`src/rtl/snake_pkg.sv`:
```
// Shared definitions for the snake game datapath: frame geometry, colour
// encoding, movement directions and the pixel reader state machine.
package snake_pkg;

    localparam int FRAME_W = 160;
    localparam int FRAME_H = 120;
    localparam int ADDR_W  = 15;
    localparam int CLR_W   = 3;

    localparam logic [CLR_W-1:0] BG_COLOUR = 3'b000;

    typedef enum logic [1:0] {
        RIGHT = 2'd0,
        UP    = 2'd1,
        DOWN  = 2'd2,
        LEFT  = 2'd3
    } dir_t;

    typedef enum logic [1:0] {
        IDLE,
        ISSUE,
        DRAIN,
        RESP
    } reader_state_t;

endpackage

```
`src/rtl/snake_pixel_addr.sv`:
```
// Wrap-aware frame address: (x+dx, y+dy) taken modulo the frame size, then
// flattened to y*WIDTH + x. Shared by the shadow-RAM reader and writer.
module snake_pixel_addr #(
    parameter int WIDTH  = snake_pkg::FRAME_W,
    parameter int HEIGHT = snake_pkg::FRAME_H,
    parameter int ADDR_W = snake_pkg::ADDR_W
) (
    input  logic [8:0]        x,
    input  logic [7:0]        y,
    input  logic              dx,
    input  logic              dy,
    output logic [ADDR_W-1:0] addr
);

    logic [8:0] x_pix;
    logic [7:0] y_pix;

    // Origins are in range, so a +1 step only ever wraps from the last column/row.
    always_comb begin
        x_pix = (dx && (x == 9'(WIDTH - 1)))  ? 9'd0 : x + 9'(dx);
        y_pix = (dy && (y == 8'(HEIGHT - 1))) ? 8'd0 : y + 8'(dy);
    end

    assign addr = ADDR_W'(y_pix) * ADDR_W'(WIDTH) + ADDR_W'(x_pix);

endmodule

```
`src/rtl/snake_pixel_reader.sv`:
```
// Reads back the 2x2 block at a candidate head position from the shadow frame
// RAM and reports whether any pixel is non-background (collision or food).
module snake_pixel_reader #(
    parameter int WIDTH  = snake_pkg::FRAME_W,
    parameter int HEIGHT = snake_pkg::FRAME_H,
    parameter int ADDR_W = snake_pkg::ADDR_W,
    parameter int CLR_W  = snake_pkg::CLR_W,
    parameter logic [CLR_W-1:0] BG_COLOUR = snake_pkg::BG_COLOUR
) (
    input  logic              clk,
    input  logic              reset,
    input  logic              req_valid,
    input  logic [8:0]        req_x,
    input  logic [7:0]        req_y,
    output logic              req_ready,
    output logic              resp_valid,
    input  logic              resp_ready,
    output logic              hit,
    output logic [CLR_W-1:0]  hit_colour,
    output logic              oob,
    output logic              rd_en,
    output logic [ADDR_W-1:0] rd_addr,
    input  logic [CLR_W-1:0]  rd_data
);

    import snake_pkg::*;

    reader_state_t     state;
    reader_state_t     next_state;
    logic [8:0]        org_x;
    logic [7:0]        org_y;
    logic [1:0]        cnt;
    logic              cap_valid;
    logic              accept;
    logic              req_oob;
    logic [ADDR_W-1:0] pix_addr;

    assign accept  = (state == IDLE) && req_valid;
    assign req_oob = (req_x >= 9'(WIDTH)) || (req_y >= 8'(HEIGHT));

    snake_pixel_addr #(
        .WIDTH  (WIDTH),
        .HEIGHT (HEIGHT),
        .ADDR_W (ADDR_W)
    ) u_addr (
        .x    (org_x),
        .y    (org_y),
        .dx   (cnt[0]),
        .dy   (cnt[1]),
        .addr (pix_addr)
    );

    always_ff @(posedge clk or posedge reset) begin
        if (reset) begin
            state <= IDLE;
        end else begin
            state <= next_state;
        end
    end

    always_comb begin
        next_state = state;
        req_ready  = 1'b0;
        resp_valid = 1'b0;
        rd_en      = 1'b0;
        rd_addr    = '0;
        case (state)
            IDLE: begin
                req_ready = 1'b1;
                if (req_valid) begin
                    next_state = req_oob ? RESP : ISSUE;
                end
            end
            ISSUE: begin
                rd_en   = 1'b1;
                rd_addr = pix_addr;
                if (cnt == 2'd3) begin
                    next_state = DRAIN;
                end
            end
            DRAIN: begin
                next_state = RESP;
            end
            RESP: begin
                resp_valid = 1'b1;
                if (resp_ready) begin
                    next_state = IDLE;
                end
            end
            default: begin
                next_state = IDLE;
            end
        endcase
    end

    // cap_valid trails rd_en by one cycle to match the RAM read latency; the
    // first non-background pixel sets hit, which then locks hit_colour.
    always_ff @(posedge clk or posedge reset) begin
        if (reset) begin
            org_x      <= '0;
            org_y      <= '0;
            cnt        <= '0;
            cap_valid  <= 1'b0;
            hit        <= 1'b0;
            hit_colour <= BG_COLOUR;
            oob        <= 1'b0;
        end else begin
            cap_valid <= (state == ISSUE);
            if (state == ISSUE) begin
                cnt <= cnt + 2'd1;
            end
            if (accept) begin
                org_x      <= req_x;
                org_y      <= req_y;
                cnt        <= '0;
                hit        <= req_oob;
                hit_colour <= BG_COLOUR;
                oob        <= req_oob;
            end else if (cap_valid && !hit && (rd_data != BG_COLOUR)) begin
                hit        <= 1'b1;
                hit_colour <= rd_data;
            end
        end
    end

endmodule

```
`config.mk`:
```
export PLATFORM = sky130hd
export DESIGN_NAME = snake_pixel_reader
export DESIGN_NICKNAME = d
export VERILOG_FILES = /design/src/rtl/snake_pkg.sv /design/src/rtl/snake_pixel_addr.sv /design/src/rtl/snake_pixel_reader.sv
export SDC_FILE = /design/constraint.sdc
export NUM_CORES = 1
export LEC_CHECK = 0
export ABC_AREA = 0
export CELL_PAD_IN_SITES_DETAIL_PLACEMENT = 1
export CELL_PAD_IN_SITES_GLOBAL_PLACEMENT = 1
export CORE_UTILIZATION = 41
export DETAILED_ROUTE_END_ITERATION = 8
export GPL_ROUTABILITY_DRIVEN = 0
export GPL_TIMING_DRIVEN = 0
export PLACE_DENSITY_LB_ADDON = 0.25
export SLEW_MARGIN = 20
export SYNTH_ARGS = -nofsm -noshare
export SYNTH_HDL_FRONTEND = slang
export SYNTH_HIERARCHICAL = 1
export SYNTH_SLANG_ARGS = --single-unit
```
`constraint.sdc`:
```
create_clock -name clk -period 7.9 [get_ports clk]
set_clock_uncertainty 0.15 [all_clocks]
set_input_delay 1.185 -clock clk [delete_from_list [all_inputs] [get_ports clk]]
set_output_delay 1.185 -clock clk [all_outputs]
set_load 0.01 [all_outputs]
```
==> impl_metrics.toml <==
[status]
status = "finished, final reports clean"

[synth]
netlist_top_cells_area = "dfrtp_1, ha_1, nand2_1"
synth.distinct_cells = 48
synth_edf_count = 0
synth_flop_cell = "dfrtp_1"
synthCells = 275
yosysTopAreaCell = "dfrtp_1"
synth_top_area_share_pct = 29.4
yosysWarnings = 6
yosysSeqAreaShare_pct = 29.4
syn_nets = 323
synth_area_mm2 = 0.00230
syn_area_per_cell_um2 = 8.37
ys_ff_latch = 27
async_flop_share_pct = 100

[layout]
instances_no_fill = 395
multi_input_area_mm2 = 0.00156
layout_common_cells = "nand2_1, clkdlybuf4s50_1, dfrtp_1, nor2_1, ha_1"
utilization_pct = 54.9
layout-drive-gt1-share_pct = 6.46
n_antenna_cell = 0
nNetsFinal = 374
ff_latch_area_um2 = 676
final_common_cell = "nand2_1"
fillers = 661
area_delta_synth_final_pct = 25.8

[placed_design]
io_buffers = 46
dp_hpwl_mm = 4.54
dpl.cell_count = 391
dp_slack_ns = 2.42

[floorplanning]
fp.dieH_um = 76.9
rows = 26
io_pins = 47
die_area_mm2 = 0.00592
initial_core_util_pct = 43.7
die_w_um = 76.9
coreArea_mm2 = 0.00527

[critical_path]
cp-end-kind = "primary output"
worstPathArrival_ns = 4.41
reg2reg_to = "org_x[7]"
start_kind = "flop"
reg2reg_depth = 7
r2r-start = "state[1]"
rrSetupSlack_ns = 6.01
critical_path_class = "reg -> out"
cp_max_fo = 7
crit_required_ns = 6.57

[clocking]
h-tree-depth = 1
clock-sinks = 27
cts_buffers = 3
clock_path_buffers = 2
clockRootBuffer = "clkbuf_8"
cts_hold_buffers = 0
path_clk_slew_ns = 0.09
cts-resized-gates = 0
cts_setup_buffers = 0
cts_tree = "built"
clk_latency_ns = 0.27

[sta]
tns_ns = 0
drv_slew = 0
worstMarginPinSlew_ns = 0.961
fin_ws_ns = 2.16
slew_headroom_pct = 35.5
setup_violations = 0
fin_crit_sh_pct = 72.7
hold_viol = 0
rsz0062_at_grt = "no"
fmaxAchievable_ghz = 0.174
fin_crit_ns = 5.74

[routing]
dr.pass1.iters = 4
drtIter0Drc = 60
drc = 0
ant_nets = 0
vias_per_cell = 5.25
wire_per_inst_um = 13.9
vias = 2073
wirelength_mm = 5.51

[worst_hold_path]
hp-class = "reg -> reg"
min_path_cells = 2
min_from = "org_y[5]"
min_to = "org_y[5]"

[global_route]
grt_use_total_pct = 20.2
grt_pass1_wl_mm = 9.78
antenna_found_initial = 0
grt_max_degree = 28
overflow = 0
grt_pass1_vias = 2175

[pwr]
clockPowerShare_pct = 6.1
netSwitchingFraction_pct = 45.1
leakagePower_nw = 1.33
comb_power_share_pct = 71.9
seqPwrFrac_pct = 22.0
p_int_mw = 0.696
switching_power_mw = 0.571
max-vdd-ir-drop_v = 0.000211
cellPowerDensity_mw_per_mm2 = 438

[run]
drv_cap = 0
[per-stage QoR]
stage | total power, mW | hold slack, ns | instance area (um^2)
floorplan | 0.923 | 0.297 | 2300
global placement | 1.16 | 0.315 | 2850
detailed placement | 1.20 | 0.315 | 2850
CTS | 1.28 | 0.338 | 2900
global route | 1.40 | 0.406 | 2900
finish | 1.27 | 0.336 | 2900
[kinds of logic after synthesis]
group,count (synthesis),share of synthesized area (%)
flip-flops,27,29.4
multiplexers,4,1.74
XOR/XNOR,28,11.5
AO/OA/AOI/OAI,33,10.2
AND/OR/NAND/NOR,142,30.4
buffers and inverters,16,2.94
adder cells (fa/ha/maj),25,13.9
[cell usage after synthesis (all sizes together) (3+ instances only)]
cell type,n
xor2,8
dfrtp,27
o21a,4
nand4,3
ha,23
inv,8
nand3,9
nor4,3
nand2b,3
o21ai,7
nor3,4
buf,4
a21oi,8
clkbuf,4
nand2,64
and3,3
nor2b,5
mux2i,4
o211ai,3
nor2,24
and2,17
xnor2,20
[worst max-delay path by stage]
stage | start | endpoint | slack, ns
6_report | org_y[3] | rd_addr[14] | 2.16
5_1_grt | org_y[3] | rd_addr[14] | 1.72
4_1_cts | org_y[3] | rd_addr[14] | 2.10
3_5_place_dp | org_y[3] | rd_addr[14] | 2.42
3_3_place_gp | org_y[3] | rd_addr[14] | 2.48
2_1_floorplan | org_y[3] | rd_addr[14] | 3.31
[power groups by stage]
stage / sequential [mW] / combinational, mW / clock, mW
6_report: 0.279 / 0.911 / 0.0773
5_1_grt: 0.290 / 1.02 / 0.0858
4_1_cts: 0.278 / 0.925 / 0.0796
3_5_place_dp: 0.281 / 0.920 / 0
3_3_place_gp: 0.276 / 0.889 / 0
2_1_floorplan: 0.263 / 0.659 / 0
[metal layers]
metal	wire, um	global-route usage, %	vias to the layer above
li1	-	-	1033
met1	2540	25.1	1004
met2	2810	37.1	30
met3	97	1.67	6
met4	62	5.19	0
met5	0	0	-
[worst max-delay path: stages (launching register included)]
cell,delay [ns]
dfrtp_1,0.46
or2_4,0.29
nor4_4,0.39
and2b_2,0.29
ha_1,0.19
ha_1,0.21
fa_1,0.41
xor2_1,0.25
o211ai_1,0.16
nor3b_1,0.27
nand2_1,0.11
nor4_1,0.31
xnor2_1,0.16
and2_1,0.13
clkdlybuf4s50_1,0.52
[registers in the layout (all words and copies together) (netlist names)]
name,cells
hit_colour,3
cap_valid,1
org_y,8
oob,1
org_x,9
state,2
cnt,2
hit,1
[final cells by class]
| class | count | share of cell area [%] |
|---|---|---|
| multi-input cells | 232 | 53.8 |
| flip-flops and latches | 27 | 23.3 |
| repair buffers | 46 | 15.9 |
| well taps | 70 | 3.03 |
| clock buffers | 3 | 1.43 |
| plain buffers | 8 | 1.30 |
| inverters | 8 | 1.04 |
| clock inverters | 1 | 0.173 |
(Power assumes the default switching activity.)
